**config.mk**
```make
export PLATFORM = sky130hd
export DESIGN_NAME = adc_responder
export DESIGN_NICKNAME = d
export VERILOG_FILES = /design/src/rtl/adc_if_pkg.sv /design/src/rtl/strobe_edge.sv /design/src/rtl/adc_responder.sv
export SDC_FILE = /design/constraint.sdc
export NUM_CORES = 1
export LEC_CHECK = 0
export ABC_CLOCK_PERIOD_IN_PS = 2300
export BUFFER_PORTS_ARGS = -buffer_cell sky130_fd_sc_hd__buf_4
export CORE_ASPECT_RATIO = 0.75
export CORE_MARGIN = 5
export CORE_UTILIZATION = 54
export CTS_CLUSTER_SIZE = 28
export DETAILED_ROUTE_END_ITERATION = 16
export PLACE_DENSITY = 0.8
export SLEW_MARGIN = 40
export SYNTH_ARGS = -nofsm -noshare
export SYNTH_HDL_FRONTEND = slang
export SYNTH_HIERARCHICAL = 1
export SYNTH_SLANG_ARGS = --single-unit
```
**constraint.sdc**
```tcl
create_clock -name clk -period 2.3 [get_ports clk]
set_input_delay 0.69 -clock clk [delete_from_list [all_inputs] [get_ports clk]]
set_output_delay 0.69 -clock clk [all_outputs]
set_load 0.02 [all_outputs]
```
**src/rtl/adc_if_pkg.sv**
```systemverilog
// rtl/adc_if_pkg.sv - shared types and constants for the parallel ADC responder
//
// Purpose : FSM state type, configuration bit positions, bus/counter widths
//           and the test-pattern word generator used by adc_responder.
// Ports   : none (package).
package adc_if_pkg;

  typedef enum logic [1:0] {
    IDLE,
    CONVERT,
    READOUT
  } adc_state_e;

  localparam int CFG_PATTERN_BIT = 0;
  localparam int ADC_DATA_W      = 16;
  localparam int CONV_CNT_W      = 12;

  // Test-pattern word: channel index in the top nibble, conversion count below.
  function automatic logic [ADC_DATA_W-1:0] pattern_word(
    input logic [3:0]            ch,
    input logic [CONV_CNT_W-1:0] cnt
  );
    return {ch, cnt};
  endfunction

endpackage

```
**src/rtl/strobe_edge.sv**
```systemverilog
// rtl/strobe_edge.sv - one-deep strobe history with rise/fall detection
//
// Purpose : registers a strobe once and flags the cycle in which the sampled
//           value differs from the previous sample.
// Ports   : clk, rst_n (async, active-low), strobe (sampled input),
//           rise (0->1 seen this cycle), fall (1->0 seen this cycle).
module strobe_edge #(
  // Idle level of the strobe, so leaving reset does not fake an edge.
  parameter logic RESET_VAL = 1'b0
) (
  input  logic clk,
  input  logic rst_n,
  input  logic strobe,
  output logic rise,
  output logic fall
);

  logic strobe_q;

  always_ff @(posedge clk or negedge rst_n) begin
    if (!rst_n) begin
      strobe_q <= RESET_VAL;
    end else begin
      strobe_q <= strobe;
    end
  end

  assign rise = strobe & ~strobe_q;
  assign fall = ~strobe & strobe_q;

endmodule

```
**src/rtl/adc_responder.sv**
```systemverilog
// rtl/adc_responder.sv - slave-side emulator of the 16-bit parallel ADC
//
// Purpose : accepts CONVST strobes, holds busy for a fixed conversion time,
//           then serves one captured word per qualified RD_N strobe; accepts
//           configuration writes on WR_N in software mode while idle.
// Ports   : clk, sresetn (async, active-low), hw_n_sw, cs_n, rd_n, wr_n,
//           conv_start[3:0], db_in, sample_in (channel k at [k*DATA_W +: DATA_W]),
//           busy, db_out, db_oe, conv_count[11:0].
module adc_responder
  import adc_if_pkg::*;
#(
  parameter int NUM_CH      = 8,
  parameter int DATA_W      = ADC_DATA_W,
  parameter int CONV_CYCLES = 15
) (
  input  logic                     clk,
  input  logic                     sresetn,
  input  logic                     hw_n_sw,
  input  logic                     cs_n,
  input  logic                     rd_n,
  input  logic                     wr_n,
  input  logic [3:0]               conv_start,
  input  logic [DATA_W-1:0]        db_in,
  input  logic [NUM_CH*DATA_W-1:0] sample_in,
  output logic                     busy,
  output logic [DATA_W-1:0]        db_out,
  output logic                     db_oe,
  output logic [CONV_CNT_W-1:0]    conv_count
);

  localparam int PTR_W = (NUM_CH > 1) ? $clog2(NUM_CH) : 1;
  localparam int CNT_W = $clog2(CONV_CYCLES + 1);
  localparam logic [PTR_W-1:0] LAST_PTR = PTR_W'(NUM_CH - 1);

  adc_state_e          state, state_next;
  logic [CNT_W-1:0]    cnt;
  logic [PTR_W-1:0]    ptr;
  logic [7:0]          cfg;
  logic [DATA_W-1:0]   bank [NUM_CH];

  logic conv_rise, conv_fall;
  logic rd_rise, rd_fall;
  logic wr_rise, wr_fall;
  logic rd_edge, wr_edge, cfg_we;
  logic capture, conv_done, rd_serve;

  // Any CONVST bit rising is one event; OR-reducing first merges simultaneous rises.
  strobe_edge #(.RESET_VAL(1'b0)) u_conv_edge (
    .clk    (clk),
    .rst_n  (sresetn),
    .strobe (|conv_start),
    .rise   (conv_rise),
    .fall   (conv_fall)
  );

  strobe_edge #(.RESET_VAL(1'b1)) u_rd_edge (
    .clk    (clk),
    .rst_n  (sresetn),
    .strobe (rd_n),
    .rise   (rd_rise),
    .fall   (rd_fall)
  );

  strobe_edge #(.RESET_VAL(1'b1)) u_wr_edge (
    .clk    (clk),
    .rst_n  (sresetn),
    .strobe (wr_n),
    .rise   (wr_rise),
    .fall   (wr_fall)
  );

  assign rd_edge = rd_fall & ~cs_n;
  assign wr_edge = wr_rise & ~cs_n;
  assign cfg_we  = wr_edge & hw_n_sw & (state == IDLE);

  // Unused edge polarities and reserved configuration bits.
  logic unused_ok;
  assign unused_ok = &{1'b0, conv_fall, rd_rise, wr_fall, cfg[7:1], db_in[DATA_W-1:8]};

  always_ff @(posedge clk or negedge sresetn) begin
    if (!sresetn) begin
      state <= IDLE;
    end else begin
      state <= state_next;
    end
  end

  always_comb begin
    state_next = state;
    capture    = 1'b0;
    conv_done  = 1'b0;
    rd_serve   = 1'b0;
    case (state)
      IDLE: begin
        if (conv_rise) begin
          capture    = 1'b1;
          state_next = CONVERT;
        end
      end
      CONVERT: begin
        if (cnt == '0) begin
          conv_done  = 1'b1;
          state_next = READOUT;
        end
      end
      READOUT: begin
        // A new conversion request outranks a read in the same cycle.
        if (conv_rise) begin
          capture    = 1'b1;
          state_next = CONVERT;
        end else if (rd_edge) begin
          rd_serve = 1'b1;
          if (ptr == LAST_PTR) begin
            state_next = IDLE;
          end
        end
      end
      default: state_next = IDLE;
    endcase
  end

  assign busy = (state == CONVERT);

  always_ff @(posedge clk or negedge sresetn) begin
    if (!sresetn) begin
      cnt        <= '0;
      ptr        <= '0;
      cfg        <= '0;
      db_out     <= '0;
      db_oe      <= 1'b0;
      conv_count <= '0;
      for (int k = 0; k < NUM_CH; k++) begin
        bank[k] <= '0;
      end
    end else begin
      db_oe <= ~cs_n & ~rd_n;

      if (cfg_we) begin
        cfg <= db_in[7:0];
      end

      // Loaded with one less than the conversion time: the expiry cycle
      // itself is the last busy cycle.
      if (capture) begin
        cnt <= CNT_W'(CONV_CYCLES - 1);
        for (int k = 0; k < NUM_CH; k++) begin
          bank[k] <= cfg[CFG_PATTERN_BIT] ? DATA_W'(pattern_word(4'(k), conv_count))
                                          : sample_in[k*DATA_W +: DATA_W];
        end
      end else if (state == CONVERT && cnt != '0) begin
        cnt <= cnt - CNT_W'(1);
      end

      if (conv_done) begin
        conv_count <= conv_count + CONV_CNT_W'(1);
        ptr        <= '0;
      end

      if (rd_serve) begin
        db_out <= bank[ptr];
        ptr    <= (ptr == LAST_PTR) ? '0 : ptr + PTR_W'(1);
      end
    end
  end

endmodule

```
# == After elaboration in Yosys (flattened, before gate mapping) ==
# Index checks and enable logic that the tools add are counted.
# op_classes
bitwise_logic,13
add_sub_neg,3
mux,29
reduce_logical,9
n_eq_ne,7
order_cmp,1
# ops
cell,count
16-bit two-way mux,10
16-bit binary-select mux with 3-bit select,1
12-bit by 1-bit adder with 12-bit output (second input constant),1
2-bit two-way mux,5
3-bit two-way mux,3
1-bit bitwise AND,8
4-bit two-way mux,2
1-bit two-way mux,7
3-bit inequality test (second input constant),2
2-bit one-hot mux with 3 select lines,1
4-bit >= comparator (second input constant),1
4-bit zero test,1
1-bit NOT,4
3-bit NOT with 4-bit output,1
4-bit AND reduction,1
2-bit nonzero test,2
4-bit nonzero test,1
4-bit OR reduction,1
4-bit by 1-bit subtractor with 4-bit output (second input constant),1
3-bit by 1-bit adder with 3-bit output (second input constant),1
3-bit == test (second input constant),1
2-bit by 1-bit == test with 1-bit output (second input constant),1
2-bit == test (second input constant),1
2-bit zero test,1
other kinds (4),4
# totals
out_inout_bits,30
in_bits,154
wordCells,80
ff_bits,170

# == Depth between registers and ports, before layout ==
# Gate-level depths: netlist of run 1.
# logic_depth
ltp_word,7
mapped_depth,8
mapped_depth_nobuf,6

# == Cells and area by module ==
# Netlist of run 1, hierarchy kept.
# modules_own_cells
module,instances,cells_per_inst,area_per_inst_um2,seq_area_each_um2
adc_responder,1,853,7921.3,4179.0
strobe_edge at u_rd_edge ...,2,3,41.3,26.3
strobe_edge at u_conv_edge,1,3,40.0,25.0

# == Least setup slack after synthesis of run 1 ==
# OpenSTA, ideal clock, no wires.
# synth_timing
kind,input -> register
from,in conv_start[1]
to,reg db_out[10]
cell_stages,8
path_buffers,2
required_ps,2182
arrival_time_ps,2508
path_slack_ps,-326
setup_ps,118
path_cell_list,or4_1 -> nor2b_1 -> or3b_4 -> or3b_1 -> buf_6 -> buf_6 -> nand2_1 -> nand2_1
# synth_between
elab_chain_len,4
# synth_rtl
element,line_no,rtl
"start, declared",adc_responder.sv:22,"input logic [3:0] conv_start,"
4-bit OR reduction,adc_responder.sv:51,".strobe (|conv_start),"
1-bit bitwise AND,strobe_edge.sv:28,assign rise = strobe & ~strobe_q;
net conv_rise,adc_responder.sv:41,"logic conv_rise, conv_fall;"
1-bit two-way mux,adc_responder.sv:108,if (conv_rise) begin
1-bit two-way mux,adc_responder.sv:93,case (state)
"end signal, assigned",adc_responder.sv:160,db_out <= bank[ptr];
"end, declared",adc_responder.sv:26,"output logic [DATA_W-1:0] db_out,"
# The timed path passes the listed nets, and every way through them passes these cells.
# A chain may end at the register's enable or synchronous reset.

# == Final worst setup path of run 1 ==
# layout_timing
from,in conv_start[0]
to,reg db_out[8]
# The elaborated chain is that of the path after synthesis.

==> results of run 1 <==
[metal layers]
metal | vias up | part of all wire
li1 | 3246 | -
met4 | 0 | 0.016
met2 | 369 | 0.44
met1 | 3418 | 0.44
met5 | - | 0
met3 | 30 | 0.11
[state kept, by name (all words and copies together) (netlist names), 2 cells and up]
| signal | cells |
|---|---|
| state | 2 |
| conv_count | 12 |
| db_out | 16 |
| bank | 128 |
| ptr | 3 |
| cnt | 4 |
[per-stage QoR]
stage / setup TNS (ps) / instances / util / area, sq um
6_report: 0 / 1222 / 0.709 / 10300
5_1_grt: -23.7 / 1222 / 0.709 / 10300
4_1_cts: 0 / 1218 / 0.705 / 10200
3_5_place_dp: -7590 / 1186 / 0.665 / 9650
3_3_place_gp: -6430 / 1186 / 0.665 / 9650
2_1_floorplan: -4490 / 859 / - / 8040
[layout make-up]
type / count / share of cell area
Sequential cell: 170 / 0.414
Multi-Input combinational cell: 610 / 0.334
Timing Repair Buffer: 204 / 0.169
Clock buffer: 19 / 0.0440
Tap cell: 200 / 0.0243
Clock inverter: 13 / 0.0117
Inverter: 6 / 0.00231
[final timing paths]
| path | end | cells past startpoint |
|---|---|---|
| hold reg to reg | bank[0] | 2 |
| setup reg to reg | conv_count[7] | 6 |
| max in group asynchronous | bank[115] | 2 |
| hold / removal | conv_count[0] | 1 |
| setup / recovery | db_out[8] | 10 |
| min in group clk | u_wr_edge/strobe_q | 1 |
[report_power, final]
part	internal, mW	switching, mW
combinational	1.33	1.90
sequential	3.98	0.662
clock	1.55	1.20
[what timing repair did]
item                                    CTS  global route
endpoints found under the setup margin    0             4
setup buffers                             0             2
resized for setup                         0             6
==> out/results.txt, run 1 <==
outcome: finished, final reports clean
commonest non-fill, non-tap cells in the layout: 191 x nand2_1, 184 x buf_4, 167 x dfrtp_1
Root Buffer: clkbuf_16
Core ar.: 14500 sq um
FF/Latch Area: 4260 sq um
dpl hpwl: 17500 um
GRT overflow: 0
kind of critical path: input pin to flop
Die W: 151 um
Final #Nets: 1167
Crit Path Max Fanout: 9
n_diodes: 0
Critical Path RT: 2650 ps
Via density: 5.78
Pwr Total: 10.6 mW
final worst slack: 14.5 ps
vias in the first global route: 6735
R2R Setup Slk: 300 ps
row count: 38
Yosys warning total: 6
Synthesized Nets: 1017
TritonCTS Buffers: 17
clock tree skew after final layout: 7.42 ps
P per Cell Area: 1030 nW/um^2
Crit path largest cell delay: 510 ps
Post-Syn Area per Cell: 9.34 sq um
Final ANT Viol Nets: 0
critical path buffer and inverter count: 4
port bufs: 168
CTS tree: yes
global routing usage on met3: 0.0708
Initial Util: 0.553
Fin Hold WS: 178 ps
Top delay family on crit path: simple AND/OR/NAND/NOR gates
Worst Setup SP: conv_start[0]
critical path's slowest cell: or4_4
busiest grt layer: met1
first-pass GRT wire length: 37400 um
Mapped Area: 8020 sq um
Routed wire per std cell: 19.9 um
Max Clock Freq: 438 MHz
Die H: 116 um
worst min path class: input pin to async pin
initial antenna violation count: 0
Area Overhead vs Synth: 28.3%
Worst slew margin: 0.580
first drt pass iteration count: 5
clk_lat worst skew: 420 ps
Final min period: 2290 ps
hold-fix buffer count after cts: 0
commonest non-fill, non-tap cell in the layout: nand2_1
GR Util met2: 0.413
WP data arrival: 2640 ps
Routability Congestion: 0.959
crit path cell chain: buf_4, or4_4, nor2b_4, or3b_4, buf_4, nor3b_4, buf_4, clkbuf_16, nand3_1, nand2_1
Worst-path clk slew: 60 ps
Final Slew Violations: 0
Max VDD drop: 0.571 mV
die area: 17400 sq um
io pins: 184
Setup Viol. Count Final: 0
max-cap viol count: 0
fill cell count: 1087
DRT Wirelength: 24300 um
largest net degree at the start of global routing: 89
deepest clock path buffer count: 2
startpoint class of the critical path: input pin
grt met1 use: 0.433
Leak: 4.80 nW
Hold Vio Cnt, Final: 0
H-Tree Level Count: 4
DRT iter0 DRCs: 691
Final period util: 0.994
Setup crit end kind: flop
TritonCTS Sinks: 170
post-synthesis instance total: 859
Place WS: -427 ps
area of the multi-input gates: 3440 sq um
worst-margin pin slew: 631 ps
fraction of layout instances using a drive strength above 1: 0.249
Vias: 7063
All-Layer GR Usage: 0.285
Residual DRC: 0
CP most frequent cell: buf_4
FF-to-FF Start: cnt[0]
Power figures use the tool's default switching activity.
==> run 2: changes to the inputs <==
--- a/config.mk
+++ b/config.mk
@@ -6,13 +6,14 @@
 export NUM_CORES = 1
 export LEC_CHECK = 0
 export ABC_CLOCK_PERIOD_IN_PS = 2300
-export BUFFER_PORTS_ARGS = -buffer_cell sky130_fd_sc_hd__buf_4
 export CORE_ASPECT_RATIO = 0.75
 export CORE_MARGIN = 5
-export CORE_UTILIZATION = 54
+export CORE_UTILIZATION = 55
+export CTS_BUF_LIST = sky130_fd_sc_hd__clkbuf_16
 export CTS_CLUSTER_SIZE = 28
 export DETAILED_ROUTE_END_ITERATION = 16
-export PLACE_DENSITY = 0.8
+export DONT_BUFFER_PORTS = 1
+export PLACE_DENSITY = 0.7
 export SLEW_MARGIN = 40
 export SYNTH_ARGS = -nofsm -noshare
 export SYNTH_HDL_FRONTEND = slang
==> out/results.txt, run 2 (synthesis gave the netlist of run 1 again) <==
Die W: 149 um (-0.85%)
fill cell count: 1225 (+13%)
Hold Vio Cnt, Final: 64 (+64)
Final min period: 2170 ps (-111 ps)
flip-flop count of the largest register after layout: 128 (unchanged)
GRT overflow: 0 (unchanged)
DRT iter0 DRCs: 333 (-52%)
TritonCTS Buffers: 17 (unchanged)
vias in the first global route: 6114 (-9.2%)
CTS tree: yes
Crit Path Max Fanout: 17 (+8)
max-cap viol count: 0 (unchanged)
Final Slew Violations: 0 (unchanged)
clock tree skew after final layout: 9.53 ps (+2.11 ps)
Final #Nets: 980 (-16%)
sw power: 3.33 mW (-12%)
Root Buffer: clkbuf_16
P_int: 6.71 mW (-2.2%)
startpoint class of the critical path: input pin
Sw Share: 0.331 (-0.0232)
CTS resizes: 0 (unchanged)
Max Clock Freq: 460 MHz (+5.1%)
Routability Congestion: 0.811 (-15%)
Final period util: 0.945 (-0.0484)
Fin Hold WS: -42.1 ps (-221 ps)
Clock Power Share: 0.283 (+0.024)
initial antenna violation count: 0 (unchanged)
P per Cell Area: 1140 nW/um^2 (+11%)
Vias: 5891 (-17%)
violated checks: negative hold slack
largest register by flop count: bank
commonest non-fill, non-tap cell in the layout: nand2_1
DRT Wirelength: 19800 um (-19%)
Setup Viol. Count Final: 0 (unchanged)
Pwr Total: 10.0 mW (-5.6%)
commonest non-fill, non-tap cells in the layout: 191 x nand2_1, 167 x dfrtp_1, 128 x o21ai_0
port bufs: 0 (-100%)
setup tns final: 0 ps (unchanged)
Worst slew margin: 0.483 (-0.0969)
n_diodes: 0 (unchanged)
deepest clock path buffer count: 2 (unchanged)
All-Layer GR Usage: 0.242 (-0.0427)
fraction of layout instances using a drive strength above 1: 0.0731 (-0.175)
H-Tree Level Count: 4 (unchanged)
top flop regs: bank x128, db_out x16, conv_count x12
first drt pass iteration count: 5 (unchanged)
first-pass GRT wire length: 32000 um (-14%)
Area Overhead vs Synth: 9.31%
Leak: 3.86 nW (-20%)
WP data arrival: 2540 ps (-100 ps)
Setup crit end kind: flop
postcts setup bufs: 0 (unchanged)
dpl hpwl: 14000 um (-20%)
Initial Util: 0.559 (+0.00549)
Routed wire per std cell: 19.1 um (-3.9%)
worst-margin pin slew: 776 ps (+145 ps)
largest net degree at the start of global routing: 171 (+92%)
Max VDD drop: 0.638 mV (+12%)
FF/Latch Area: 4260 sq um (unchanged)
row count: 38 (unchanged)
area of the multi-input gates: 3430 sq um (-0.18%)
RSZ-0062 raised after global routing: no
worst min path class: input pin to async pin
Worst-path clk slew: 60 ps (about the same)
io pins: 184 (unchanged)
Via density: 5.69 (-1.5%)
clk_lat worst skew: 430 ps (about the same)
Residual DRC: 0 (unchanged)
Gate power share: 0.250 (-0.054)
Final ANT Viol Nets: 0 (unchanged)
kind of critical path: input pin to flop
Die H: 115 um (-0.83%)
Critical Path RT: 2670 ps (+20 ps)
Core ar.: 14400 sq um (-0.98%)
outcome: finished, violations left
Reg power frac: 0.466 (+0.029)
die area: 17100 sq um (-1.7%)
TritonCTS Sinks: 170 (unchanged)
==> run 2: worst paths after layout <==
check | from | cells after the start | to | slack, ps
max in group asynchronous | sresetn | 0 | u_rd_edge/strobe_q | 1980
min in group clk | wr_n | 0 | u_wr_edge/strobe_q | 250
min reg2reg | bank[108] | 2 | bank[108] | 480
max reg2reg | cnt[0] | 6 | conv_count[7] | 260
min | sresetn | 0 | bank[72] | -40
max | conv_start[1] | 7 | ptr[0] | 130
==> run 2: layout make-up <==
class                      count  area share
clock buffer                  17      0.0485
tap                          200      0.0285
timing repair buffer          17      0.0245
multi-input combinational    610       0.392
inverter                       6     0.00271
sequential                   170       0.486
clock inverter                15      0.0180
==> run 2: worst max-delay path, stage by stage <==
cell and delay [ps]:
or4_4 520, nor2b_4 140, or3b_4 380, or3b_1 380
buf_4 210, nor3_2 120, a21o_1 100
==> run 2: stage by stage <==
step	worst slack (ps)	utilization	instance area [sq um]	instances
2_1_floorplan	-298	-	8040	859
3_3_place_gp	-285	0.570	8180	1003
3_5_place_dp	-329	0.570	8180	1003
4_1_cts	118	0.611	8770	1035
5_1_grt	47.7	0.611	8770	1035
6_report	126	0.611	8770	1035
==> run 2: power groups by stage <==
| stage | Combinational [mW] | Clock (mW) | Sequential, mW |
|---|---|---|---|
| global placement | 2.38 | 0 | 4.68 |
| global route | 2.90 | 3.04 | 4.82 |
| CTS | 2.53 | 2.90 | 4.68 |
| finish | 2.51 | 2.84 | 4.68 |
| detailed placement | 2.52 | 0 | 4.74 |
| floorplan | 2.00 | 0 | 4.51 |
==> run 2: routing by layer <==
metal	share of wire	vias up	wire length [um]	global-route usage
met1	0.39	2848	7790	0.291
met4	0.017	0	339	0.0756
li1	-	2882	-	-
met5	0	-	0	0
met3	0.085	24	1680	0.0914
met2	0.50	137	9980	0.409
==> run 3: changes to the inputs <==
--- a/config.mk
+++ b/config.mk
@@ -6,13 +6,13 @@
 export NUM_CORES = 1
 export LEC_CHECK = 0
 export ABC_CLOCK_PERIOD_IN_PS = 2300
-export CORE_ASPECT_RATIO = 0.75
 export CORE_MARGIN = 5
 export CORE_UTILIZATION = 55
 export CTS_BUF_LIST = sky130_fd_sc_hd__clkbuf_16
 export CTS_CLUSTER_SIZE = 28
 export DETAILED_ROUTE_END_ITERATION = 16
 export DONT_BUFFER_PORTS = 1
+export MAX_ROUTING_LAYER = met4
 export PLACE_DENSITY = 0.7
 export SLEW_MARGIN = 40
 export SYNTH_ARGS = -nofsm -noshare
==> out/results.txt, run 3 (synthesis gave the netlist of run 1 again) <==
outcome: finished, violations left
violated checks: negative hold slack
Critical Path RT: 2610 ps (-60 ps)
Worst Setup SP: conv_start[1]
Leak: 3.87 nW (+0.42%)
flip-flop count of the largest register after layout: 128 (unchanged)
Final Slew Violations: 0 (unchanged)
port bufs: 0 (unchanged)
Max VDD drop: 0.740 mV (+16%)
dpl hpwl: 14900 um (+6.0%)
first drt pass iteration count: 5 (unchanged)
worst-margin pin slew: 706 ps (-70.0 ps)
Worst-path clk slew: 60 ps (about the same)
RSZ-0062 raised after global routing: no
largest net degree at the start of global routing: 171 (unchanged)
Area Overhead vs Synth: 9.06%
top flop regs: bank x128, db_out x16, conv_count x12
Final ANT Viol Nets: 0 (unchanged)
Die H: 131 um (+14%)
Worst slew margin: 0.529 (+0.0467)
DRT Wirelength: 21100 um (+6.5%)
Routed wire per std cell: 20.7 um (+8.0%)
commonest non-fill, non-tap cell in the layout: nand2_1
Cells after DPL: 988 (-1.5%)
CTS tree: yes
Levels on crit path: 7 (unchanged)
DRT iter0 DRCs: 473 (+42%)
crit path cell chain: or4_4, nor2b_4, or3b_4, or3b_1, buf_4, nand2_1, nand2_1
TritonCTS Sinks: 170 (unchanged)
post-route insts no fill: 1021 (-1.4%)
Die W: 131 um (-13%)
WP data arrival: 2470 ps (-70 ps)
startpoint class of the critical path: input pin
Max Clock Freq: 464 MHz (+0.78%)
row count: 44 (+16%)
TritonCTS Buffers: 17 (unchanged)
Hold Vio Cnt, Final: 162 (+150%)
critical path's slowest cell: or4_4
Top delay family on crit path: simple AND/OR/NAND/NOR gates
clk_lat worst skew: 430 ps (about the same)
io pins: 184 (unchanged)
kind of critical path: input pin to flop
Initial Util: 0.556 (-0.00252)
Final min period: 2160 ps (-16.9 ps)
worst min path class: input pin to async pin
All-Layer GR Usage: 0.262 (+0.0199)
Vias: 5981 (+1.5%)
Register-to-Register Path Depth: 6 (unchanged)
commonest non-fill, non-tap cells in the layout: 191 x nand2_1, 167 x dfrtp_1, 128 x o21ai_0
GRT overflow: 0 (unchanged)
Final #Nets: 981 (+0.10%)
Crit path largest cell delay: 520 ps (about the same)
deepest clock path buffer count: 2 (unchanged)
first-pass GRT wire length: 32600 um (+1.7%)
H-Tree Level Count: 4 (unchanged)
die area: 17100 sq um (-0.15%)
P per Cell Area: 1150 nW/um^2 (+0.55%)
FF-to-FF Start: cnt[0]
largest register by flop count: bank
Final period util: 0.938 (-0.00736)
Core ar.: 14400 sq um (+0.45%)
CP most frequent cell: nand2_1
vias in the first global route: 5910 (-3.3%)
postcts setup bufs: 0 (unchanged)
Crit Path Max Fanout: 17 (unchanged)
critical path buffer and inverter count: 1 (unchanged)
Via density: 5.86 (+2.9%)
fraction of layout instances using a drive strength above 1: 0.0754 (+0.00230)
Residual DRC: 0 (unchanged)
Root Buffer: clkbuf_16
Setup Viol. Count Final: 0 (unchanged)
Fin Hold WS: -39.6 ps (+2.49 ps)
Pwr Total: 10.1 mW (+0.32%)
initial antenna violation count: 1 (+1)
max-cap viol count: 0 (unchanged)
CTS resizes: 0 (unchanged)
Routability Congestion: 0.851 (+4.9%)
final core occ: 0.606 (-0.00414)
Setup crit end kind: flop
clock tree skew after final layout: 9.08 ps (-0.455 ps)
run 3: changes by cell type in the layout (fill, tap and decap cells not counted), sizes merged:
cell,change
buf,+1
clkinv,-4
clkinvlp,+1
diode,+1
inv,+3
run 3: cell type report:
cell class | count | area, sq um
Multi-Input combinational cell | 610 | 3430
Antenna cell | 1 | 2.50
Sequential cell | 170 | 4260
Clock inverter | 15 | 163
Fill cell | 1244 | 5680
Tap cell | 184 | 230
Clock buffer | 17 | 425
Inverter | 6 | 23.8
Timing Repair Buffer | 18 | 210
run 3: path summary, 6_finish.rpt:
check / end / slack, ps
worst max-delay path: db_out[13] / 140
worst min-delay path: bank[3] / -40
worst max register to register: conv_count[7] / 250
min in group clk: u_wr_edge/strobe_q / 250
worst min register to register: bank[115] / 480
max in group asynchronous: u_wr_edge/strobe_q / 2090
run 3: where the power goes:
group	internal (mW)	switching, mW	leakage, nW	total (mW)
combinational	1.03	1.49	1.37	2.52
sequential	3.98	0.716	2.21	4.69
clock	1.69	1.17	0.286	2.86
run 3: metrics by stage:
step	cell area, sq um	hold WS, ps	setup WS [ps]	TNS [ps]
final	8750	-39.6	143	0
after global routing	8750	-62.1	82.8	0
after CTS	8740	-58.3	137	0
after detailed placement	8160	400	-289	-4950
after global placement	8160	402	-273	-4600
after floorplan	8040	394	-298	-4490
run 3: layer usage:
layer / routed length [um] / global-route usage / vias up
li1: - / - / 2872
met2: 9750 / 0.394 / 178
met1: 8960 / 0.336 / 2907
met3: 2040 / 0.103 / 24
met5: 0 / - / -
met4: 332 / 0.0684 / 0
